`config.mk`:
```
export PLATFORM = sky130hd
export DESIGN_NAME = alu_muldiv_unit
export DESIGN_NICKNAME = d
export VERILOG_FILES = /design/src/rtl/alu_muldiv_unit_pkg.sv /design/src/rtl/alu_muldiv_iter.sv /design/src/rtl/alu_muldiv_unit.sv
export SDC_FILE = /design/constraint.sdc
export NUM_CORES = 2
export LEC_CHECK = 0
export ABC_AREA = 1
export BUFFER_PORTS_ARGS = -buffer_cell sky130_fd_sc_hd__buf_2
export CORE_MARGIN = 4
export CORE_UTILIZATION = 30
export CTS_BUF_LIST = sky130_fd_sc_hd__clkbuf_16
export DETAILED_ROUTE_END_ITERATION = 12
export GPL_TIMING_DRIVEN = 0
export PLACE_DENSITY = 0.46
export SYNTH_ARGS = -nofsm -noshare
export SYNTH_HDL_FRONTEND = slang
export SYNTH_HIERARCHICAL = 1
export SYNTH_SLANG_ARGS = --single-unit
```
`constraint.sdc`:
```
create_clock -name clk -period 10.15 [get_ports clk]
set_input_delay 0.5075 -clock clk [delete_from_list [all_inputs] [get_ports clk]]
set_output_delay 0.5075 -clock clk [all_outputs]
set_load 0.02 [all_outputs]
```
`src/rtl/alu_muldiv_unit_pkg.sv`:
```
// Shared op codes, FSM states and mul/div decode helpers for alu_muldiv_unit.

`define IS_MULDIV(op) (((op) >= alu_muldiv_unit_pkg::ALU_OP_MUL) && ((op) <= alu_muldiv_unit_pkg::ALU_OP_REMU))

package alu_muldiv_unit_pkg;

  localparam int ALU_OP_W = 5;

  // Base integer ALU ops (existing encodings)
  localparam logic [ALU_OP_W-1:0] ALU_OP_ADD    = 5'd0;
  localparam logic [ALU_OP_W-1:0] ALU_OP_SUB    = 5'd1;
  localparam logic [ALU_OP_W-1:0] ALU_OP_AND    = 5'd2;
  localparam logic [ALU_OP_W-1:0] ALU_OP_OR     = 5'd3;
  localparam logic [ALU_OP_W-1:0] ALU_OP_XOR    = 5'd4;
  localparam logic [ALU_OP_W-1:0] ALU_OP_SLT    = 5'd5;
  localparam logic [ALU_OP_W-1:0] ALU_OP_SLTU   = 5'd6;
  localparam logic [ALU_OP_W-1:0] ALU_OP_SLL    = 5'd7;
  localparam logic [ALU_OP_W-1:0] ALU_OP_SRL    = 5'd8;
  localparam logic [ALU_OP_W-1:0] ALU_OP_SRA    = 5'd9;
  localparam logic [ALU_OP_W-1:0] ALU_OP_ADDI   = 5'd10;
  localparam logic [ALU_OP_W-1:0] ALU_OP_ANDI   = 5'd11;
  localparam logic [ALU_OP_W-1:0] ALU_OP_ORI    = 5'd12;
  localparam logic [ALU_OP_W-1:0] ALU_OP_XORI   = 5'd13;
  localparam logic [ALU_OP_W-1:0] ALU_OP_SLTI   = 5'd14;
  localparam logic [ALU_OP_W-1:0] ALU_OP_SLTIU  = 5'd15;
  localparam logic [ALU_OP_W-1:0] ALU_OP_SLLI   = 5'd16;
  localparam logic [ALU_OP_W-1:0] ALU_OP_SRLI   = 5'd17;
  localparam logic [ALU_OP_W-1:0] ALU_OP_SRAI   = 5'd18;
  localparam logic [ALU_OP_W-1:0] ALU_OP_LUI    = 5'd19;
  localparam logic [ALU_OP_W-1:0] ALU_OP_AUIPC  = 5'd20;

  // RV-M ops appended after the base set
  localparam logic [ALU_OP_W-1:0] ALU_OP_MUL    = 5'd21;
  localparam logic [ALU_OP_W-1:0] ALU_OP_MULH   = 5'd22;
  localparam logic [ALU_OP_W-1:0] ALU_OP_MULHSU = 5'd23;
  localparam logic [ALU_OP_W-1:0] ALU_OP_MULHU  = 5'd24;
  localparam logic [ALU_OP_W-1:0] ALU_OP_DIV    = 5'd25;
  localparam logic [ALU_OP_W-1:0] ALU_OP_DIVU   = 5'd26;
  localparam logic [ALU_OP_W-1:0] ALU_OP_REM    = 5'd27;
  localparam logic [ALU_OP_W-1:0] ALU_OP_REMU   = 5'd28;

  typedef enum logic [1:0] {
    ST_IDLE = 2'd0,
    ST_CALC = 2'd1,
    ST_DONE = 2'd2
  } state_e;

  // Control bits the iterative datapath needs for one mul/div op
  typedef struct packed {
    logic is_div;
    logic signed_a;
    logic signed_b;
    logic sel_high;   // high product half for MULH*, remainder for REM*
  } md_ctrl_t;

  function automatic md_ctrl_t decode_muldiv(input logic [ALU_OP_W-1:0] op);
    md_ctrl_t c;
    c.is_div   = (op == ALU_OP_DIV) || (op == ALU_OP_DIVU) ||
                 (op == ALU_OP_REM) || (op == ALU_OP_REMU);
    c.signed_a = (op == ALU_OP_MUL) || (op == ALU_OP_MULH) || (op == ALU_OP_MULHSU) ||
                 (op == ALU_OP_DIV) || (op == ALU_OP_REM);
    c.signed_b = (op == ALU_OP_MUL) || (op == ALU_OP_MULH) ||
                 (op == ALU_OP_DIV) || (op == ALU_OP_REM);
    c.sel_high = (op == ALU_OP_MULH) || (op == ALU_OP_MULHSU) || (op == ALU_OP_MULHU) ||
                 (op == ALU_OP_REM) || (op == ALU_OP_REMU);
    return c;
  endfunction

endpackage

```
`src/rtl/alu_muldiv_iter.sv`:
```
// Iterative radix-2 multiply / restoring divide, one step per clock, XLEN steps per op.
// Operands are converted to magnitudes on start and the sign is applied to the final result.

module alu_muldiv_iter
  import alu_muldiv_unit_pkg::*;
#(
  parameter int XLEN = 32
) (
  input  logic            clk,
  input  logic            kill,
  input  logic            start,
  input  md_ctrl_t        ctrl,
  input  logic [XLEN-1:0] op_a,
  input  logic [XLEN-1:0] op_b,
  output logic            done,
  output logic [XLEN-1:0] result
);

  localparam int CNT_W = $clog2(XLEN);
  localparam logic [CNT_W-1:0] CNT_LAST = CNT_W'(XLEN - 1);

  logic              busy_q;
  logic [CNT_W-1:0]  count_q;
  logic              is_div_q;
  logic              sel_high_q;
  logic              neg_q;
  logic [2*XLEN-1:0] prod_q;
  logic [2*XLEN-1:0] mcand_q;
  logic [XLEN-1:0]   mplier_q;
  logic [XLEN-1:0]   rem_q;
  logic [XLEN-1:0]   quo_q;
  logic [XLEN-1:0]   divisor_q;

  logic              neg_a;
  logic              neg_b;
  logic [XLEN-1:0]   mag_a;
  logic [XLEN-1:0]   mag_b;
  logic [2*XLEN-1:0] prod_nxt;
  logic [XLEN:0]     rem_shift;
  logic [XLEN:0]     rem_diff;
  logic [XLEN-1:0]   rem_nxt;
  logic [XLEN-1:0]   quo_nxt;
  logic [2*XLEN-1:0] mul_signed;
  logic [XLEN-1:0]   div_raw;

  assign neg_a = ctrl.signed_a && op_a[XLEN-1];
  assign neg_b = ctrl.signed_b && op_b[XLEN-1];
  assign mag_a = neg_a ? -op_a : op_a;
  assign mag_b = neg_b ? -op_b : op_b;

  // One shift-add and one restoring-subtract step, plus the sign-corrected final result
  always_comb begin
    prod_nxt  = mplier_q[0] ? (prod_q + mcand_q) : prod_q;
    rem_shift = {rem_q, quo_q[XLEN-1]};
    rem_diff  = rem_shift - {1'b0, divisor_q};
    if (!rem_diff[XLEN]) begin
      rem_nxt = rem_diff[XLEN-1:0];
      quo_nxt = {quo_q[XLEN-2:0], 1'b1};
    end else begin
      rem_nxt = rem_shift[XLEN-1:0];
      quo_nxt = {quo_q[XLEN-2:0], 1'b0};
    end
    mul_signed = neg_q ? -prod_nxt : prod_nxt;
    div_raw    = sel_high_q ? rem_nxt : quo_nxt;
    if (is_div_q) begin
      result = neg_q ? -div_raw : div_raw;
    end else begin
      result = sel_high_q ? mul_signed[2*XLEN-1:XLEN] : mul_signed[XLEN-1:0];
    end
  end

  assign done = busy_q && (count_q == CNT_LAST);

  // Load operands on start, then advance one step per cycle until the last count
  always_ff @(posedge clk) begin
    if (kill) begin
      busy_q  <= 1'b0;
      count_q <= '0;
    end else if (start) begin
      busy_q     <= 1'b1;
      count_q    <= '0;
      is_div_q   <= ctrl.is_div;
      sel_high_q <= ctrl.sel_high;
      neg_q      <= (ctrl.is_div && ctrl.sel_high) ? neg_a : (neg_a ^ neg_b);
      prod_q     <= '0;
      mcand_q    <= {{XLEN{1'b0}}, mag_a};
      mplier_q   <= mag_b;
      rem_q      <= '0;
      quo_q      <= mag_a;
      divisor_q  <= mag_b;
    end else if (busy_q) begin
      prod_q   <= prod_nxt;
      mcand_q  <= mcand_q << 1;
      mplier_q <= mplier_q >> 1;
      rem_q    <= rem_nxt;
      quo_q    <= quo_nxt;
      count_q  <= count_q + CNT_W'(1);
      if (count_q == CNT_LAST) begin
        busy_q <= 1'b0;
      end
    end
  end

endmodule

```
`src/rtl/alu_muldiv_unit.sv`:
```
// Integer ALU with iterative RV-M multiply/divide, valid/ready on both sides and flush support.
// Base ops and divide special cases complete in one cycle; other mul/div ops go through alu_muldiv_iter.

module alu_muldiv_unit
  import alu_muldiv_unit_pkg::*;
#(
  parameter int XLEN      = 32,
  parameter int OP_W      = 5,
  parameter int ROB_TAG_W = 6,
  parameter int PREG_W    = 6,
  parameter int PC_W      = 32
) (
  input  logic                 clk,
  input  logic                 rst,
  input  logic                 flush,
  input  logic                 in_valid,
  output logic                 in_ready,
  input  logic [OP_W-1:0]      in_op,
  input  logic [PC_W-1:0]      in_pc,
  input  logic [XLEN-1:0]      in_imm,
  input  logic [XLEN-1:0]      in_rs1,
  input  logic [XLEN-1:0]      in_rs2,
  input  logic [ROB_TAG_W-1:0] in_rob_tag,
  input  logic [PREG_W-1:0]    in_prd,
  output logic                 out_valid,
  input  logic                 out_ready,
  output logic [XLEN-1:0]      out_result,
  output logic [ROB_TAG_W-1:0] out_rob_tag,
  output logic [PREG_W-1:0]    out_prd
);

  localparam int SHW = $clog2(XLEN);
  localparam logic [XLEN-1:0] MIN_INT = {1'b1, {(XLEN-1){1'b0}}};

  state_e                state_q;
  state_e                state_nxt;
  logic [ALU_OP_W-1:0]   op;
  logic                  accept;
  logic                  is_imm_form;
  logic                  div_zero;
  logic                  div_ovf;
  logic                  fast_path;
  logic                  is_md;
  logic [XLEN-1:0]       op2;
  logic [SHW-1:0]        shamt;
  logic [XLEN-1:0]       pc_ext;
  logic [XLEN-1:0]       alu_res;
  logic                  iter_done;
  logic [XLEN-1:0]       iter_res;

  assign op          = ALU_OP_W'(in_op);
  assign in_ready    = !flush && ((state_q == ST_IDLE) || ((state_q == ST_DONE) && out_ready));
  assign accept      = in_valid && in_ready;
  assign is_imm_form = (op >= ALU_OP_ADDI) && (op <= ALU_OP_SRAI);
  assign op2         = is_imm_form ? in_imm : in_rs2;
  assign shamt       = op2[SHW-1:0];
  assign pc_ext      = XLEN'(in_pc);
  assign div_zero    = (in_rs2 == '0);
  assign div_ovf     = (in_rs1 == MIN_INT) && (in_rs2 == '1);
  assign fast_path   = (div_zero && ((op == ALU_OP_DIV) || (op == ALU_OP_DIVU) ||
                                     (op == ALU_OP_REM) || (op == ALU_OP_REMU))) ||
                       (div_ovf && ((op == ALU_OP_DIV) || (op == ALU_OP_REM)));
  assign is_md       = `IS_MULDIV(op) && !fast_path;
  assign out_valid   = (state_q == ST_DONE);

  // Single-cycle result for base ops and the divide-by-zero / overflow shortcuts
  always_comb begin
    alu_res = '0;
    case (op)
      ALU_OP_ADD, ALU_OP_ADDI:   alu_res = in_rs1 + op2;
      ALU_OP_SUB:                alu_res = in_rs1 - in_rs2;
      ALU_OP_AND, ALU_OP_ANDI:   alu_res = in_rs1 & op2;
      ALU_OP_OR,  ALU_OP_ORI:    alu_res = in_rs1 | op2;
      ALU_OP_XOR, ALU_OP_XORI:   alu_res = in_rs1 ^ op2;
      ALU_OP_SLT, ALU_OP_SLTI:   alu_res = {{(XLEN-1){1'b0}}, ($signed(in_rs1) < $signed(op2))};
      ALU_OP_SLTU, ALU_OP_SLTIU: alu_res = {{(XLEN-1){1'b0}}, (in_rs1 < op2)};
      ALU_OP_SLL, ALU_OP_SLLI:   alu_res = in_rs1 << shamt;
      ALU_OP_SRL, ALU_OP_SRLI:   alu_res = in_rs1 >> shamt;
      ALU_OP_SRA, ALU_OP_SRAI:   alu_res = $signed(in_rs1) >>> shamt;
      ALU_OP_LUI:                alu_res = in_imm;
      ALU_OP_AUIPC:              alu_res = pc_ext + in_imm;
      ALU_OP_DIVU:               alu_res = div_zero ? '1 : '0;
      ALU_OP_DIV:                alu_res = div_zero ? '1 : (div_ovf ? MIN_INT : '0);
      ALU_OP_REM, ALU_OP_REMU:   alu_res = div_zero ? in_rs1 : '0;
      default:                   alu_res = '0;
    endcase
  end

  // Next-state logic; flush always returns to IDLE
  always_comb begin
    state_nxt = state_q;
    case (state_q)
      ST_IDLE: begin
        if (accept) state_nxt = is_md ? ST_CALC : ST_DONE;
      end
      ST_CALC: begin
        if (iter_done) state_nxt = ST_DONE;
      end
      ST_DONE: begin
        if (accept)         state_nxt = is_md ? ST_CALC : ST_DONE;
        else if (out_ready) state_nxt = ST_IDLE;
      end
      default: state_nxt = ST_IDLE;
    endcase
    if (flush) state_nxt = ST_IDLE;
  end

  // State register
  always_ff @(posedge clk) begin
    if (rst) state_q <= ST_IDLE;
    else     state_q <= state_nxt;
  end

  // Output register: tags captured on accept, result on accept (fast ops) or at the last iterative step
  always_ff @(posedge clk) begin
    if (rst) begin
      out_result  <= '0;
      out_rob_tag <= '0;
      out_prd     <= '0;
    end else if (accept) begin
      out_rob_tag <= in_rob_tag;
      out_prd     <= in_prd;
      if (!is_md) out_result <= alu_res;
    end else if ((state_q == ST_CALC) && iter_done && !flush) begin
      out_result <= iter_res;
    end
  end

  alu_muldiv_iter #(
    .XLEN (XLEN)
  ) u_iter (
    .clk    (clk),
    .kill   (flush | rst),
    .start  (accept && is_md),
    .ctrl   (decode_muldiv(op)),
    .op_a   (in_rs1),
    .op_b   (in_rs2),
    .done   (iter_done),
    .result (iter_res)
  );

endmodule
```
==> results.yml <==
synthesis:
  ys_ff_latch: 311
  seq_area_frac_synth_pct: 22.1
  synthTopCellsByArea: "nand2_1 21%, edfxtp_1 19%, inv_1 9.2%, ha_1 8.9%, nand3_1 6.8%"
  synthTopCellsByCount: "2281 x nand2_1, 975 x inv_1, 640 x nor2_1, 541 x nand3_1, 419 x o21ai_0"
  synth_top_area_share_pct: 21.4
  yosys_warnings: 6
  synth_area_per_cell_um2: 5.89
  yosysMostFrequentCell: "nand2_1"
  synth_nets: 7219
  synth_edf_count: 259
  synth_area_um2: 39900
  yosys.area.top_type: "nand2_1"
  synth.distinct_cells: 72
  async_flop_share_pct: 0
  synthFlopType: "edfxtp_1"
  synthCells: 6780
power:
  vdd_ir_drop_max_v: 0.000115
  power_mw: 4.51
  leakage_nw: 22.5
  cellPowerDensity_nw_per_um2: 101
sta:
  max_freq_mhz: 163
  rsz0062_at_grt: "false"
  fin_ws_ns: 4.02
  slew_headroom_pct: 12.8
  clock_skew_ns: 0.0450
  fin_crit_sh_pct: 60.4
  drv_slew: 0
  hold_viol_final: 0
  worstMarginPinSlew_ns: 1.29
  setup_viol: 0
  period_needed_ns: 6.13
placed_design:
  port_buffers: 194
  dp_slack_ns: 3.34
  gp_congestion: 1.03
  dp_hpwl_um: 186000
  placed_cells: 8735
  place_area_um2: 43200
cts:
  cts_htree_levels: 2
  clk_latency_ns: 0.65
  root_buffer: "clkbuf_16"
  numCtsBuffers: 43
  ctsResizeCount: 0
  path_clk_slew_ns: 0.06
  cts.sinks: 311
  post_cts_buffers: 0
  ctsHoldBuffers: 0
  cts_buffer_depth: 3
  cts_tree: "yes"
layout:
  final_area_um2: 44700
  final_cells: 8823
  syn2layout_area_growth_pct: 12.0
  fin_nets: 7464
  nFillCells: 15077
  final_util_pct: 33.9
  layout-drive-gt1-share_pct: 7.21
critical_path:
  timing.critical_path.from: "in_rs2[3]"
  cp_max_fo: 61
  end_kind: "flop"
  cp.required_ns: 10.49
  r2r_cells: 12
  timing.critical_path.buf_inv: 10
  r2r_slack_ns: 4.93
  rr_endpoint: "u_iter/mcand_q[4]"
  endpoint: "u_iter/mcand_q[4]"
  start_kind: "input port"
  path_delay_family: "buffers and inverters"
  cp.depth: 19
  r2r_start: "state_q[1]"
  arrival_ns: 6.47
  cp_cell_sequence: "buf_2 -> inv_1 -> nand4_1 -> or2_2 -> nor3_1 -> nand3_1 -> a21oi_1 -> inv_1 -> o211ai_1 -> nor2_1 -> clkbuf_1 -> inv_2 -> clkbuf_1 -> nor2_4 -> inv_1 -> nand2_4 -> buf_16 -> buf_16 -> buf_16"
  cpPeakStageDelay_ns: 0.76
  worstSetupPathType: "input port to flop"
  crit_path_top_delay_cell: "clkbuf_1"
floorplan:
  ios: 196
  dieHeight_um: 373
  start_util_pct: 30.3
  die_x_um: 373
  coreArea_um2: 132000
  fp-row-count: 133
  dieArea_um2: 139000
detailed_routing:
  drt-wirelength-per-cell_um: 24.9
  route.antenna.remaining_nets: 0
  vias: 46683
  drt_iter0_drc: 5014
  dr.pass1.iters: 8
  drt_wl_total_um: 220000
  vias_per_cell: 5.29
  drc: 0
job:
  maxCapViolations: 0
grt:
  first_global_vias: 43375
  grt_pass1_wl_um: 309000
  grt_usage_pct: 30.1
  grt.overflow.total: 0
  grt_max_degree: 62
  antenna_found_initial: 17
min_path:
  hp-class: "input port to flop"
outcome:
  outcome: "completed"
==> cell families (layout without fill, tap and decap cells) <==
family                     after synthesis  in the layout  share of synthesized area (%)
adders and majority gates              289            289                           9.13
xor gates and xnor gates                76             76                           1.67
and+or+nand+nor                       3845           3845                           40.7
muxes                                    2              2                         0.0501
other                                    0             10                              0
buffers and inverters                 1197           1475                           11.8
AOI/OAI and AO/OA                     1060           1060                           14.6
DFF                                    311            311                           22.1
==> flip-flops by register name, indices dropped and copies added, names as in the netlist, 2 cells and up <==
signal            count
out_rob_tag           6
out_prd               6
u_iter/rem_q         32
u_iter/mplier_q      32
u_iter/prod_q        64
u_iter/divisor_q     32
u_iter/quo_q         32
out_result           32
state_q               2
u_iter/mcand_q       64
u_iter/count_q        5
==> routing by layer <==
metal,part of all wire [%],up-vias,GRT usage [%]
li1,-,22429,-
met1,44,21944,40.9
met2,44,1930,47.7
met3,6.7,372,3.01
met4,5.8,8,14.9
met5,0.025,-,0
==> metrics by stage <==
step,setup TNS [ns],hold slack [ns]
floorplan,0,0.444
global placement,-1283.44,0.450
detailed placement,0,0.458
CTS,0,0.0818
global route,0,0.118
finish,0,0.112
==> power by group <==
group,internal (mW),switching (mW)
Clock,0.931,0.661
Combinational,0.394,1.09
Sequential,1.40,0.0339
Total,2.73,1.78
==> layout make-up <==
class	instances	area [um2]	share of cell area, %
diodes	10	25.0	0.0560
multi-input cells	5272	26400	59.1
clock inverters	35	364	0.814
well taps	1755	2200	4.91
clock buffers	43	1080	2.41
inverters	989	3710	8.30
repair buffers	200	1110	2.48
flip-flops and latches	311	8820	19.7
plain buffers	208	982	2.20
==> cells in the final DEF, fill, tap and decap left out, types with 43 or more instances in the layout <==
cell | netlist | routed
or2_2 | 47 | 47
nor2_1 | 640 | 639
o21ai_0 | 419 | 419
nand2_2 | 52 | 52
xor2_1 | 54 | 54
edfxtp_1 | 259 | 259
nor3_1 | 55 | 55
nand3_1 | 541 | 541
buf_2 | 40 | 234
clkbuf_16 | 0 | 43
ha_1 | 285 | 285
a21oi_1 | 402 | 402
dfxtp_1 | 52 | 52
inv_1 | 975 | 980
nand4_1 | 83 | 83
nand2_1 | 2281 | 2280
clkbuf_1 | 122 | 122
==> how the worst min path moves through the flow <==
stage | start | end | slack [ns] | cells after the start
6_report | rst | out_prd[4] | 0.11 | 2
5_1_grt | rst | out_rob_tag[0] | 0.12 | 2
4_1_cts | rst | out_prd[4] | 0.08 | 2
3_5_place_dp | out_rob_tag[1] | out_rob_tag[1] | 0.46 | 2
3_3_place_gp | out_rob_tag[2] | out_rob_tag[2] | 0.45 | 2
2_1_floorplan | u_iter/count_q[4] | u_iter/count_q[4] | 0.44 | 2
Power figures use the tool's default switching activity.
